--- src/rtl/systick_sequencer.sv ---
// Bus initiator that programs system_timer, starts it and acknowledges its ticks in hardware.
// Optional macro SYSTICK_SEQ_SNAPSHOT_EN adds a VAL_L/VAL_H snapshot read after each acknowledge.
module systick_sequencer (
    input  logic        clk,
    input  logic        rst_n,
    input  logic        cfg_start,
    input  logic        cfg_stop,
    input  logic [63:0] cfg_load,
    input  logic        cfg_ie,
    output logic        busy,
    output logic        running,
    output logic        done,
    output logic        tick_pulse,
    output logic [31:0] tick_count,
    output logic        spurious,
    output logic [63:0] snap_val,
    output logic        sel,
    output logic [2:0]  addr,
    output logic [31:0] wdata,
    output logic        wen,
    input  logic [31:0] rdata,
    input  logic        irq
);

    localparam logic [2:0] CTRL_ADDR  = 3'b000;
    localparam logic [2:0] LOADL_ADDR = 3'b001;
    localparam logic [2:0] LOADH_ADDR = 3'b011;
    localparam logic [2:0] VALL_ADDR  = 3'b010;
    localparam logic [2:0] VALH_ADDR  = 3'b100;

`ifdef SYSTICK_SEQ_SNAPSHOT_EN
    typedef enum logic [3:0] {
        IDLE, W_OFF, W_LL, W_LH, W_VAL, W_ON, RUN, ACK, SNAP_L, SNAP_H, STOP
    } state_t;
`else
    typedef enum logic [3:0] {
        IDLE, W_OFF, W_LL, W_LH, W_VAL, W_ON, RUN, ACK, STOP
    } state_t;
`endif

    state_t      state_q, state_d;
    logic        stop_pend_q, stop_pend_d;
    logic [63:0] load_q, load_d;
    logic        ie_q, ie_d;
    logic [31:0] tick_count_q, tick_count_d;
    logic        spurious_q, spurious_d;
    logic        tick_pulse_q, tick_pulse_d;
    logic        done_q, done_d;
    logic        busy_q, busy_d;
    logic        running_q, running_d;
    logic        sel_q, sel_d;
    logic        wen_q, wen_d;
    logic [2:0]  addr_q, addr_d;
    logic [31:0] wdata_q, wdata_d;
    logic        svc_end, svc_flag;

`ifdef SYSTICK_SEQ_SNAPSHOT_EN
    logic        flag_q, flag_d;
    logic [31:0] val_l_q, val_l_d;
    logic [63:0] snap_q, snap_d;
`else
    logic        unused_rdata;
    assign unused_rdata = ^{rdata[31:17], rdata[15:0]};
`endif

    always_comb begin
        state_d      = state_q;
        stop_pend_d  = stop_pend_q;
        load_d       = load_q;
        ie_d         = ie_q;
        tick_count_d = tick_count_q;
        spurious_d   = spurious_q;
        tick_pulse_d = 1'b0;
        done_d       = 1'b0;
        svc_end      = 1'b0;
        svc_flag     = 1'b0;
`ifdef SYSTICK_SEQ_SNAPSHOT_EN
        flag_d       = flag_q;
        val_l_d      = val_l_q;
        snap_d       = snap_q;
`endif
        // A stop arriving mid-sequence is remembered and honoured at the next safe point.
        if (cfg_stop && !(state_q inside {IDLE, RUN, STOP})) begin
            stop_pend_d = 1'b1;
        end

        case (state_q)
            IDLE: begin
                if (cfg_start) begin
                    state_d      = W_OFF;
                    load_d       = cfg_load;
                    ie_d         = cfg_ie;
                    tick_count_d = '0;
                    spurious_d   = 1'b0;
                    stop_pend_d  = 1'b0;
                end
            end
            W_OFF: state_d = W_LL;
            W_LL:  state_d = W_LH;
            W_LH:  state_d = W_VAL;
            W_VAL: state_d = W_ON;
            W_ON: begin
                done_d  = 1'b1;
                state_d = (stop_pend_q || cfg_stop) ? STOP : RUN;
            end
            RUN: begin
                if (irq) begin
                    state_d     = ACK;
                    stop_pend_d = cfg_stop;
                end else if (cfg_stop) begin
                    state_d = STOP;
                end
            end
`ifdef SYSTICK_SEQ_SNAPSHOT_EN
            ACK: begin
                flag_d  = rdata[16];
                state_d = SNAP_L;
            end
            SNAP_L: begin
                val_l_d = rdata;
                state_d = SNAP_H;
            end
            SNAP_H: begin
                svc_end  = 1'b1;
                svc_flag = flag_q;
                if (flag_q) begin
                    snap_d = {rdata, val_l_q};
                end
            end
`else
            ACK: begin
                svc_end  = 1'b1;
                svc_flag = rdata[16];
            end
`endif
            STOP:    state_d = IDLE;
            default: state_d = IDLE;
        endcase

        if (svc_end) begin
            if (svc_flag) begin
                tick_pulse_d = 1'b1;
                tick_count_d = tick_count_q + 32'd1;
            end else begin
                spurious_d = 1'b1;
            end
            state_d = (stop_pend_q || cfg_stop) ? STOP : RUN;
        end
        if (state_d == STOP) begin
            stop_pend_d = 1'b0;
        end

        // Bus outputs are registered from the next state so each access lasts exactly one cycle.
        sel_d   = 1'b0;
        wen_d   = 1'b0;
        addr_d  = VALL_ADDR;
        wdata_d = '0;
        case (state_d)
            W_OFF: begin sel_d = 1'b1; wen_d = 1'b1; addr_d = CTRL_ADDR; end
            W_LL:  begin sel_d = 1'b1; wen_d = 1'b1; addr_d = LOADL_ADDR; wdata_d = load_q[31:0]; end
            W_LH:  begin sel_d = 1'b1; wen_d = 1'b1; addr_d = LOADH_ADDR; wdata_d = load_q[63:32]; end
            W_VAL: begin sel_d = 1'b1; wen_d = 1'b1; addr_d = VALL_ADDR; end
            W_ON:  begin sel_d = 1'b1; wen_d = 1'b1; addr_d = CTRL_ADDR; wdata_d = {30'b0, ie_q, 1'b1}; end
            ACK:   begin sel_d = 1'b1; addr_d = CTRL_ADDR; end
`ifdef SYSTICK_SEQ_SNAPSHOT_EN
            SNAP_L: begin sel_d = 1'b1; addr_d = VALL_ADDR; end
            SNAP_H: begin sel_d = 1'b1; addr_d = VALH_ADDR; end
`endif
            STOP:  begin sel_d = 1'b1; wen_d = 1'b1; addr_d = CTRL_ADDR; end
            default: ;
        endcase

        busy_d    = state_d inside {W_OFF, W_LL, W_LH, W_VAL, W_ON, STOP};
`ifdef SYSTICK_SEQ_SNAPSHOT_EN
        running_d = state_d inside {RUN, ACK, SNAP_L, SNAP_H};
`else
        running_d = state_d inside {RUN, ACK};
`endif
    end

    always_ff @(posedge clk or negedge rst_n) begin
        if (!rst_n) begin
            state_q      <= IDLE;
            stop_pend_q  <= 1'b0;
            tick_count_q <= '0;
            spurious_q   <= 1'b0;
            tick_pulse_q <= 1'b0;
            done_q       <= 1'b0;
            busy_q       <= 1'b0;
            running_q    <= 1'b0;
            sel_q        <= 1'b0;
            wen_q        <= 1'b0;
            addr_q       <= VALL_ADDR;
            wdata_q      <= '0;
`ifdef SYSTICK_SEQ_SNAPSHOT_EN
            snap_q       <= '0;
`endif
        end else begin
            state_q      <= state_d;
            stop_pend_q  <= stop_pend_d;
            tick_count_q <= tick_count_d;
            spurious_q   <= spurious_d;
            tick_pulse_q <= tick_pulse_d;
            done_q       <= done_d;
            busy_q       <= busy_d;
            running_q    <= running_d;
            sel_q        <= sel_d;
            wen_q        <= wen_d;
            addr_q       <= addr_d;
            wdata_q      <= wdata_d;
`ifdef SYSTICK_SEQ_SNAPSHOT_EN
            snap_q       <= snap_d;
`endif
        end
    end

    always_ff @(posedge clk) begin
        load_q  <= load_d;
        ie_q    <= ie_d;
`ifdef SYSTICK_SEQ_SNAPSHOT_EN
        flag_q  <= flag_d;
        val_l_q <= val_l_d;
`endif
    end

    assign busy       = busy_q;
    assign running    = running_q;
    assign done       = done_q;
    assign tick_pulse = tick_pulse_q;
    assign tick_count = tick_count_q;
    assign spurious   = spurious_q;
    assign sel        = sel_q;
    assign wen        = wen_q;
    assign addr       = addr_q;
    assign wdata      = wdata_q;
`ifdef SYSTICK_SEQ_SNAPSHOT_EN
    assign snap_val   = snap_q;
`else
    assign snap_val   = '0;
`endif

endmodule
--- config.mk ---
export PLATFORM = sky130hd
export DESIGN_NAME = systick_sequencer
export DESIGN_NICKNAME = d
export VERILOG_FILES = /design/src/rtl/systick_sequencer.sv
export SDC_FILE = /design/constraint.sdc
export NUM_CORES = 1
export LEC_CHECK = 0
export ABC_AREA = 1
export BUFFER_PORTS_ARGS = -buffer_cell sky130_fd_sc_hd__buf_4
export CAP_MARGIN = 10
export CORE_MARGIN = 1
export CORE_UTILIZATION = 25
export DETAILED_ROUTE_END_ITERATION = 7
export GPL_TIMING_DRIVEN = 0
export MAX_ROUTING_LAYER = met4
export PLACE_DENSITY_LB_ADDON = 0.12
export REMOVE_ABC_BUFFERS = 1
export SKIP_LAST_GASP = 1
export SLEW_MARGIN = 20
export SYNTH_ARGS = -nofsm -noshare
export SYNTH_HDL_FRONTEND = slang
export SYNTH_SLANG_ARGS = --single-unit
--- constraint.sdc ---
create_clock -name clk -period 3.65 [get_ports clk]
set_input_delay 0.1825 -clock clk [delete_from_list [all_inputs] [get_ports clk]]
set_output_delay 0.1825 -clock clk [all_outputs]
set_load 0.02 [all_outputs]
==> metrics.cfg, run 1 <==
[setup_path]
cp_slowest_cell = nand3_2
worstPathArrival_ns = 2.72
worst_setup_path_end_kind = flip-flop
worst_setup_path_start_kind = flip-flop
cpPeakStageDelay_ns = 0.69
worstSetupPathType = flip-flop to flip-flop
required_ns = 3.73
crit_fanout = 58
worstPathCellList = nor2_1 > nand3_2 > inv_4 > buf_16

[grt]
grt_pass1_wl_um = 25250
grt_pass1_vias = 4735
gr-total-overflow = 0
grtUsageTotal_pct = 13.05
antenna_found_initial = 0
grt_max_degree = 79

[die]
die_area_um2 = 25960
core_area_um2 = 24600
rows = 57
die_y_um = 161.1
start_util_pct = 25.73
die_w_um = 161.1
io_pins = 240

[final_layout]
stdcell_count = 1169
final_util_pct = 35.75
antenna_cells = 0
finalNetCount = 935
area_growth_pct = 38.96
drive_above_1_share_pct = 22.49

[logic_synthesis]
synth-simple-area-share_pct = 19.51
synthXorXnorAreaFrac_pct = 0.4151
synth_seq_cells = 143
synth.distinct_cells = 31
seq_area_frac_synth_pct = 61.69
syn_area_per_cell_um2 = 10.29
synth_compound_area_share_pct = 6.483
yosysWarnings = 0
synth.area.mux_share_pct = 0
synth_top_family_by_area = simple AND/OR/NAND/NOR gates
synthAdderAreaFrac_pct = 0.1977
synthesis.area_um2 = 6330
netlist_instances = 615

[sta]
max_freq_ghz = 0.3781
relSlewSlack_pct = 44.87
rsz0062_at_grt = false
fin_skew_ns = 0.01124
hold_violations = 0
fin_crit_sh_pct = 72.46
period_needed_ns = 2.645
tightest_slew_ns = 0.8261
finalSetupTns_ns = 0
finalMaxSlewViolations = 0
final-setup-viol-count = 0

[placement]
gp_congestion = 0.8668
dp.cells = 1070
place_hpwl_um = 10730
portBuffers = 143

[routing]
drtIter0Drc = 304
num_vias = 4813
drcViolationCount = 0
final_antenna_net_count = 0
routedWlPerCell_um = 13.78
firstDrtPassIters = 4
via_per_inst = 4.117
wirelength_um = 16100

[cts]
htree_levels = 4
clk_path_buf_depth = 2
cts_tree = built
post_cts_resized = 0
worstSkewPairLatency_ns = 0.42
path_clk_slew_ns = 0.06
clock_sinks = 143
cts-buffers-inserted = 17
cts_root_buf = clkbuf_16

[worst_hold_path]
hp-class = input pin to flip-flop

[power_and_ir_drop]
power.leakage_uw = 0.003950
ir_drop_mv = 0.2758
powerDensity_nw_per_um2 = 644.7

[status]
outcome = complete, no violations

[job]
drv_cap = 0

## cell usage after synthesis
cell | count | area, µm²
ha_1 | 1 | 12.51
xor2_1 | 3 | 26.28
o31ai_1 | 1 | 7.510
inv_2 | 2 | 7.510
a31oi_1 | 1 | 6.260
nor2_2 | 3 | 18.77
nand2_2 | 1 | 6.260
nor2_4 | 1 | 11.26
o22ai_1 | 1 | 6.260
o21ai_0 | 12 | 60.06
nand4_1 | 10 | 62.56
nand3_2 | 2 | 20.02
a22o_1 | 30 | 262.8
nand3b_1 | 3 | 22.52
nand3_1 | 48 | 240.2
nand2_4 | 1 | 11.26
dfstp_2 | 1 | 26.28
nor2_8 | 2 | 40.04
dfrtp_1 | 77 | 1927
nor2_1 | 67 | 251.5
buf_2 | 7 | 35.03
buf_1 | 1 | 3.750
a21oi_1 | 8 | 40.04
edfxtp_1 | 65 | 1952
nor3_1 | 2 | 10.01
o211ai_1 | 1 | 7.510
conb_1 | 1 | 3.750
inv_1 | 46 | 172.7
o21ai_1 | 4 | 20.02
nand2_1 | 144 | 540.5
buf_4 | 69 | 518.0
## logic make-up (layout without fill, tap and decap cells)
family                   count (synthesis)  after routing
adder cells (fa/ha/maj)                  1              1
flip-flops                             143            143
other                                    1             65
XOR/XNOR                                 3              3
buffers and inverters                  125            291
AND/OR/NAND/NOR                        284            284
AO/OA/AOI/OAI                           58             58
## where the power goes
group / total (µW) / internal, µW / switching, µW
Sequential: 2280 / 2130 / 147
Combinational: 1600 / 601 / 995
Clock: 1800 / 1040 / 759
## worst max-delay path, delay by kind of cell, from the launching register on
| family | cells | cell delay [ns] |
|---|---|---|
| buffers and inverters | 2 | 0.80 |
| DFF | 1 | 0.45 |
| and+or+nand+nor | 2 | 0.97 |
## registers in the layout, summed over array words and instances (netlist names)
signal       flops
load_q          64
state_q          4
addr             2
tick_count      32
tick_pulse       1
ie_q             1
spurious         1
sel              1
wdata           32
stop_pend_q      1
wen              1
done             1
running          1
busy             1
## metrics by stage
step / area (µm²) / power [µW] / hold WS (ns) / setup WS (ns)
finish: 8796 / 5671 / 0.1835 / 1.005
detailed placement: 7526 / 3893 / 0.3261 / 0.9470
global route: 8796 / 5984 / 0.2207 / 0.7297
floorplan: 6013 / 3162 / -0.1131 / 1.238
global placement: 7492 / 3855 / 0.3606 / 0.2628
CTS: 8796 / 5781 / 0.1641 / 0.9613
## path summary, 6_finish.rpt
path                       slack [ns]             to  cells past startpoint        from
max                              1.01     load_q[13]                      4  state_q[3]
min reg2reg                      0.45       wdata[1]                      2   load_q[1]
min                              0.18     state_q[1]                      5         irq
max reg2reg                      1.01     load_q[13]                      4  state_q[3]
min in group asynchronous        0.41  tick_count[2]                      2       rst_n
max in group asynchronous        2.71      wdata[26]                      2       rst_n
## cell usage in the layout (no fill, tap or decap), drive strengths merged
master | synthesis | routed
clkinv | 0 | 3
xor2 | 3 | 3
nand3 | 50 | 50
buf | 77 | 144
bufinv | 0 | 2
inv | 48 | 56
nor2 | 73 | 73
o211ai | 1 | 1
a31oi | 1 | 1
nand4 | 10 | 10
nand3b | 3 | 3
clkbuf | 0 | 18
clkinvlp | 0 | 1
nand2 | 146 | 146
nor3 | 2 | 2
ha | 1 | 1
a22o | 30 | 30
dfrtp | 77 | 77
o21ai | 16 | 16
dlygate4sd3 | 0 | 67
dfstp | 1 | 1
a21oi | 8 | 8
conb | 1 | 65
edfxtp | 65 | 65
o22ai | 1 | 1
o31ai | 1 | 1
## area by class of cell
class	count	area (µm²)
timing repair buffer	211	1775
clock buffer	18	429.2
multi-input combinational	411	1928
inverter	48	182.7
tap	324	405.4
clock inverter	14	170.2
fill	2439	15810
sequential	143	3905
## metal layers
layer	share of wire, %	vias to the layer above	wire length, µm	global-route usage [%]
met2	48	184	7724	21.41
li1	-	2363	-	-
met4	1.3	0	209	3.859
met1	45	2251	7220	15.54
met3	5.9	15	950	3.672
met5	0	-	0	-
## repair_timing
action                    in CTS  in global routing
hold endpoints to repair     143                  0
hold buffers                  67                  0
setup buffers                  0                  0
No activity file was read; power rests on OpenSTA's default activity.
==> inputs of run 2 (changes only) <==
--- a/config.mk
+++ b/config.mk
@@ -5,7 +5,7 @@
 export SDC_FILE = /design/constraint.sdc
 export NUM_CORES = 1
 export LEC_CHECK = 0
-export ABC_AREA = 1
+export ABC_AREA = 0
 export BUFFER_PORTS_ARGS = -buffer_cell sky130_fd_sc_hd__buf_4
 export CAP_MARGIN = 10
 export CORE_MARGIN = 1
==> constraint.sdc (replaced) <==
create_clock -name clk -period 2.33 [get_ports clk]
set_input_delay 0.1165 -clock clk [delete_from_list [all_inputs] [get_ports clk]]
set_output_delay 0.1165 -clock clk [all_outputs]
set_load 0.02 [all_outputs]
==> metrics.cfg, run 2 <==
[status]
outcome = complete, no violations

[setup_path]
worst_setup_path_end_kind = flip-flop
worstSetupPathType = flip-flop to flip-flop
cpPeakStageDelay_ns = 0.81
crit_fanout = 20
worst_setup_path_start_kind = flip-flop
cp_slowest_cell = dfrtp_1
worstPathCellList = nand4b_4 > nor4_4 > nand3_1 > mux2i_1
required_ns = 2.62
reg2reg_from = state_q[0]
worstPathArrival_ns = 2.42
crit_start = state_q[0]

[sta]
hold_violations = 0
max_freq_ghz = 0.4688
fin_crit_sh_pct = 91.55
tightest_slew_ns = 0.7209
finalMaxSlewViolations = 0
period_needed_ns = 2.133
rsz0062_at_grt = false
final-setup-viol-count = 0
layout_setup_ws_ns = 0.1970
relSlewSlack_pct = 51.94
fin_skew_ns = 0.01338

[cts]
cts_tree = built
worstSkewPairLatency_ns = 0.42
cts-buffers-inserted = 17
htree_levels = 4
path_clk_slew_ns = 0.07
cts_root_buf = clkbuf_16
clk_path_buf_depth = 2
clock_sinks = 143

[final_layout]
nFillCells = 2319
final_cell_mix = 146 x buf_4, 77 x dfrtp_1, 67 x dlygate4sd3_1
finalNetCount = 779
layout_commonest_cell = buf_4
antenna_cells = 0
largest_reg_flops = 64
max_flop_register = load_q
post-route-cell-area_um2 = 8592
area_growth_pct = 42.94
drive_above_1_share_pct = 29.03

[routing]
num_vias = 4127
firstDrtPassIters = 4
wirelength_um = 14410
routedWlPerCell_um = 14.29
drcViolationCount = 0
drtIter0Drc = 127
final_antenna_net_count = 0
via_per_inst = 4.094

[die]
core_area_um2 = 23540
die_w_um = 157.1
io_pins = 240
die_area_um2 = 24670
die_y_um = 157.1
rows = 56
start_util_pct = 25.53

[logic_synthesis]
synth_common_cells = 77 x dfrtp_1, 66 x buf_4, 65 x edfxtp_1, 39 x nand2_1, 30 x a22o_1
synth.distinct_cells = 48
synth-simple-area-share_pct = 12.93
async_flop_share_pct = 54.55
synthAdderAreaFrac_pct = 0.2082
netlist_instances = 455
synth_edf_count = 65
syn_area_per_cell_um2 = 13.21
synth_top_family_by_area = simple AND/OR/NAND/NOR gates
synth_seq_cells = 143
synth.area.mux_share_pct = 4.163
synth_top_area_share_pct = 32.47
synth_area_leader_cell = edfxtp_1
ys.flop_type = dfrtp_1
yosysMostFrequentCell = dfrtp_1
synth.area.top_cells = edfxtp_1 32%, dfrtp_1 32%, buf_4 8.2%
synthXorXnorAreaFrac_pct = 0.7286
yosysWarnings = 0
seq_area_frac_synth_pct = 64.97
synth_compound_area_share_pct = 7.119
synthesis.area_um2 = 6011

[grt]
grtUsageTotal_pct = 12.59
grt_pass1_wl_um = 22690
gr-total-overflow = 0
antenna_found_initial = 0
grt_pass1_vias = 4152
grt_max_degree = 43

[power_and_ir_drop]
power_uw = 8874
internal-power_uw = 5777
pwr-share-comb_pct = 28.9
p_sw_uw = 3098
power_frac_seq_pct = 40.5
power_switching_share_pct = 34.90
powerDensity_nw_per_um2 = 1033
p_clk_share_pct = 30.6
ir_drop_mv = 0.4091
power.leakage_uw = 0.003931

[placement]
pre_cts_slack_ns = -0.5061
gp_congestion = 0.8208
portBuffers = 143
dpl-instance-area_um2 = 7272
place_hpwl_um = 9424

[worst_hold_path]
hp-class = input pin to flip-flop
hp-start = cfg_stop

[job]
drv_cap = 0

run 2: cell types whose count changed in the layout (fill, tap and decap cells not counted), sizes merged, moves of 5 or more:
cell   change
buf        +7
nand3     -32
o21ai      -9
nor3       +5
inv       -38
nand2    -107
and3       +9
mux2i     +25
nor4       +7
nand4      +7
nor2      -51
run 2: routing by layer:
| layer | GRT usage [%] | up-vias | wire [µm] |
|---|---|---|---|
| met5 | - | - | 0 |
| met4 | 3.976 | 0 | 196 |
| met3 | 4.268 | 13 | 1071 |
| met2 | 18.56 | 166 | 6563 |
| met1 | 16.19 | 1978 | 6574 |
| li1 | - | 1970 | - |
run 2: power by group through the flow:
stage               Sequential [µW]  Combinational, µW  Clock (µW)
finish                         3600               2560        2720
global route                   3670               2810        2920
CTS                            3600               2630        2810
detailed placement             3630               2480           0
global placement               3650               2340           0
floorplan                      4000                904           0
run 2: stage by stage:
step / instances / hold WS, ns / utilization (%) / setup TNS [ns]
floorplan: 438 / -0.1791 / - / -66.19
detailed placement: 905 / 0.1567 / 30.89 / -25.57
global placement: 900 / 0.2945 / 30.43 / -204.60
global route: 1008 / 0.04599 / 36.50 / 0
CTS: 1005 / 0.004645 / 36.38 / 0
finish: 1008 / 0.02927 / 36.50 / 0
run 2: final timing paths:
| kind | to | slack, ns | depth (start not counted) |
|---|---|---|---|
| max | tick_count[14] | 0.20 | 4 |
| min | stop_pend_q | 0.03 | 3 |
| max reg2reg | tick_count[14] | 0.20 | 4 |
| min reg2reg | wdata[17] | 0.46 | 1 |
| max in group asynchronous | addr[1] | 1.45 | 3 |
| min in group asynchronous | tick_count[13] | 0.22 | 2 |
run 2: cell families after synthesis:
logic type / count (synthesis)
XOR/XNOR: 5
adder cells (fa/ha/maj): 1
other: 1
buffers and inverters: 89
AO/OA/AOI/OAI: 56
AND/OR/NAND/NOR: 135
flip-flops: 143
multiplexers: 25
run 2: critical path: cells and delay by family (launching register included):
kind | cells | cell delay (ns)
AND/OR/NAND/NOR | 3 | 1.04
flip-flops | 1 | 0.81
multiplexers | 1 | 0.15
run 2: cell type report:
class                   instances  area (µm²)  area share (%)
inverters                       8       42.54          0.4951
clock inverters                15       163.9           1.908
multi-input cells             288        1795           20.90
well taps                     319       399.1           4.645
flip-flops and latches        143        3905           45.45
clock buffers                  17       425.4           4.951
repair buffers                218        1861           21.65
run 2: timing repair:
item | in CTS | in global routing
setup endpoints to repair | 71 | 44
pin swaps | 1 | 1
resized for setup | 6 | 1
hold endpoints to repair | 103 | 0
setup buffers | 0 | 3
hold buffers | 67 | 0
gates cloned | 1 | 0
==> inputs of run 3 (changes only) <==
--- a/config.mk
+++ b/config.mk
@@ -6,11 +6,11 @@
 export NUM_CORES = 1
 export LEC_CHECK = 0
 export ABC_AREA = 0
-export BUFFER_PORTS_ARGS = -buffer_cell sky130_fd_sc_hd__buf_4
 export CAP_MARGIN = 10
 export CORE_MARGIN = 1
 export CORE_UTILIZATION = 25
 export DETAILED_ROUTE_END_ITERATION = 7
+export DONT_BUFFER_PORTS = 1
 export GPL_TIMING_DRIVEN = 0
 export MAX_ROUTING_LAYER = met4
 export PLACE_DENSITY_LB_ADDON = 0.12
==> metrics.cfg, run 3 (same netlist as run 2, synthesis figures left out) <==
[sta]
rsz0062_at_grt = false
max_freq_ghz = 0.4615
finalMaxSlewViolations = 0
final-setup-viol-count = 0
hold_violations = 0
relSlewSlack_pct = 58.74
period_needed_ns = 2.167
fin_skew_ns = 0.008653
tightest_slew_ns = 0.6189
fin_crit_sh_pct = 92.99
layout_setup_ws_ns = 0.1634

[routing]
drtIter0Drc = 175
via_per_inst = 4.252
routedWlPerCell_um = 16.15
wirelength_um = 13970
drcViolationCount = 0
final_antenna_net_count = 0
num_vias = 3678
firstDrtPassIters = 4

[placement]
place_hpwl_um = 8796
portBuffers = 0
pre_cts_slack_ns = -0.3883
dpl-instance-area_um2 = 6182
gp_congestion = 0.7433

[grt]
grtUsageTotal_pct = 11.98
gr-total-overflow = 0
grt_pass1_vias = 3680
grt_max_degree = 79
grt_pass1_wl_um = 20960
antenna_found_initial = 0

[final_layout]
max_flop_register = load_q
final_cell_mix = 76 x dfrtp_1, 69 x dlygate4sd3_1, 65 x conb_1, 65 x edfxtp_1, 39 x nand2_1
area_growth_pct = 25.77
drive_above_1_share_pct = 10.26
layout_commonest_cell = dfrtp_1
largest_reg_flops = 64
antenna_cells = 0
post-route-cell-area_um2 = 7560
finalNetCount = 636

[die]
die_area_um2 = 24670
start_util_pct = 25.53
core_area_um2 = 23540
rows = 56
io_pins = 240
die_w_um = 157.1
die_y_um = 157.1

[power_and_ir_drop]
power_uw = 8453
power.leakage_uw = 0.003217
ir_drop_mv = 0.4436
powerDensity_nw_per_um2 = 1118

[cts]
cts_root_buf = clkbuf_16
htree_levels = 4
worstSkewPairLatency_ns = 0.42
path_clk_slew_ns = 0.07
cts_tree = built
cts-buffers-inserted = 17
clk_path_buf_depth = 2
clock_sinks = 143

[worst_hold_path]
holdPathStages = 3
hp-class = input pin to flip-flop

[setup_path]
worst_setup_path_end_kind = flip-flop
crit_fanout = 57
worstSetupPathType = flip-flop to flip-flop
reg2reg_depth = 4
worst_setup_path_start_kind = flip-flop
worstPathArrival_ns = 2.26
required_ns = 2.42

[job]
drv_cap = 0

[status]
outcome = complete, no violations

==> run 3: cell count changes in the layout (fill, tap and decap cells not counted), sizes merged <==
cell and delta:
buf -145, bufinv +2, clkbuf +1, clkinv -2, clkinvlp +1, dlygate4sd3 +2
inv -2
==> run 3: repair_timing <==
item / in CTS / in global routing
buffers inserted: 0 / 1
pin swaps: 1 / 1
hold buffers: 70 / 0
gates resized for setup: 4 / 2
hold endpoints to repair: 152 / 0
setup endpoints to repair: 65 / 69
cloned: 1 / 0
==> run 3: per-layer routing <==
layer	vias up	GRT usage, %	share of wire [%]
li1	1682	-	-
met1	1794	14.31	43
met2	181	17.99	46
met3	21	4.681	9.7
met4	0	4.947	1.5
met5	-	-	0
==> run 3: worst max-delay path: stages (launching register included) <==
cell and delay (ns):
dfrtp_1 0.60, nor2_2 0.38, nand3_4 0.28, inv_6 0.24, buf_16 0.29
==> run 3: area by class of cell <==
| cell class | instances | area [µm²] |
|---|---|---|
| Sequential cell | 143 | 3906 |
| Inverter | 8 | 35.03 |
| Clock inverter | 14 | 168.9 |
| Fill cell | 2366 | 15980 |
| Tap cell | 319 | 399.1 |
| Clock buffer | 18 | 439.2 |
| Multi-Input combinational cell | 288 | 1795 |
| Timing Repair Buffer | 75 | 815.8 |
==> run 3: metrics by stage <==
stage	TNS, ns	utilization, %	hold WS [ns]	instances
2_1_floorplan	-66.19	-	-0.1791	438
3_3_place_gp	-210.67	25.87	-0.1772	757
3_5_place_dp	-22.12	26.26	-0.1766	761
4_1_cts	0	32.00	0.002287	864
5_1_grt	0	32.11	0.01334	865
6_report	0	32.11	0.03151	865
==> run 3: path summary, 6_finish.rpt <==
kind                                        to  slack, ns        from
worst max-delay path                load_q[17]       0.16  state_q[2]
worst min-delay path               stop_pend_q       0.03   cfg_start
worst max register to register      load_q[17]       0.16  state_q[2]
worst min register to register       wdata[13]       0.46  load_q[13]
max in group asynchronous              addr[1]       1.69       rst_n
min in group asynchronous       tick_count[11]       0.27       rst_n
==> run 3: power breakdown <==
part / internal (µW) / total [µW] / leakage, µW / switching [µW]
Combinational: 605 / 1500 / 0.00129 / 895
Clock: 1650 / 2820 / 0.000290 / 1180
Sequential: 3270 / 4130 / 0.00163 / 857
Total: 5520 / 8450 / 0.00322 / 2930
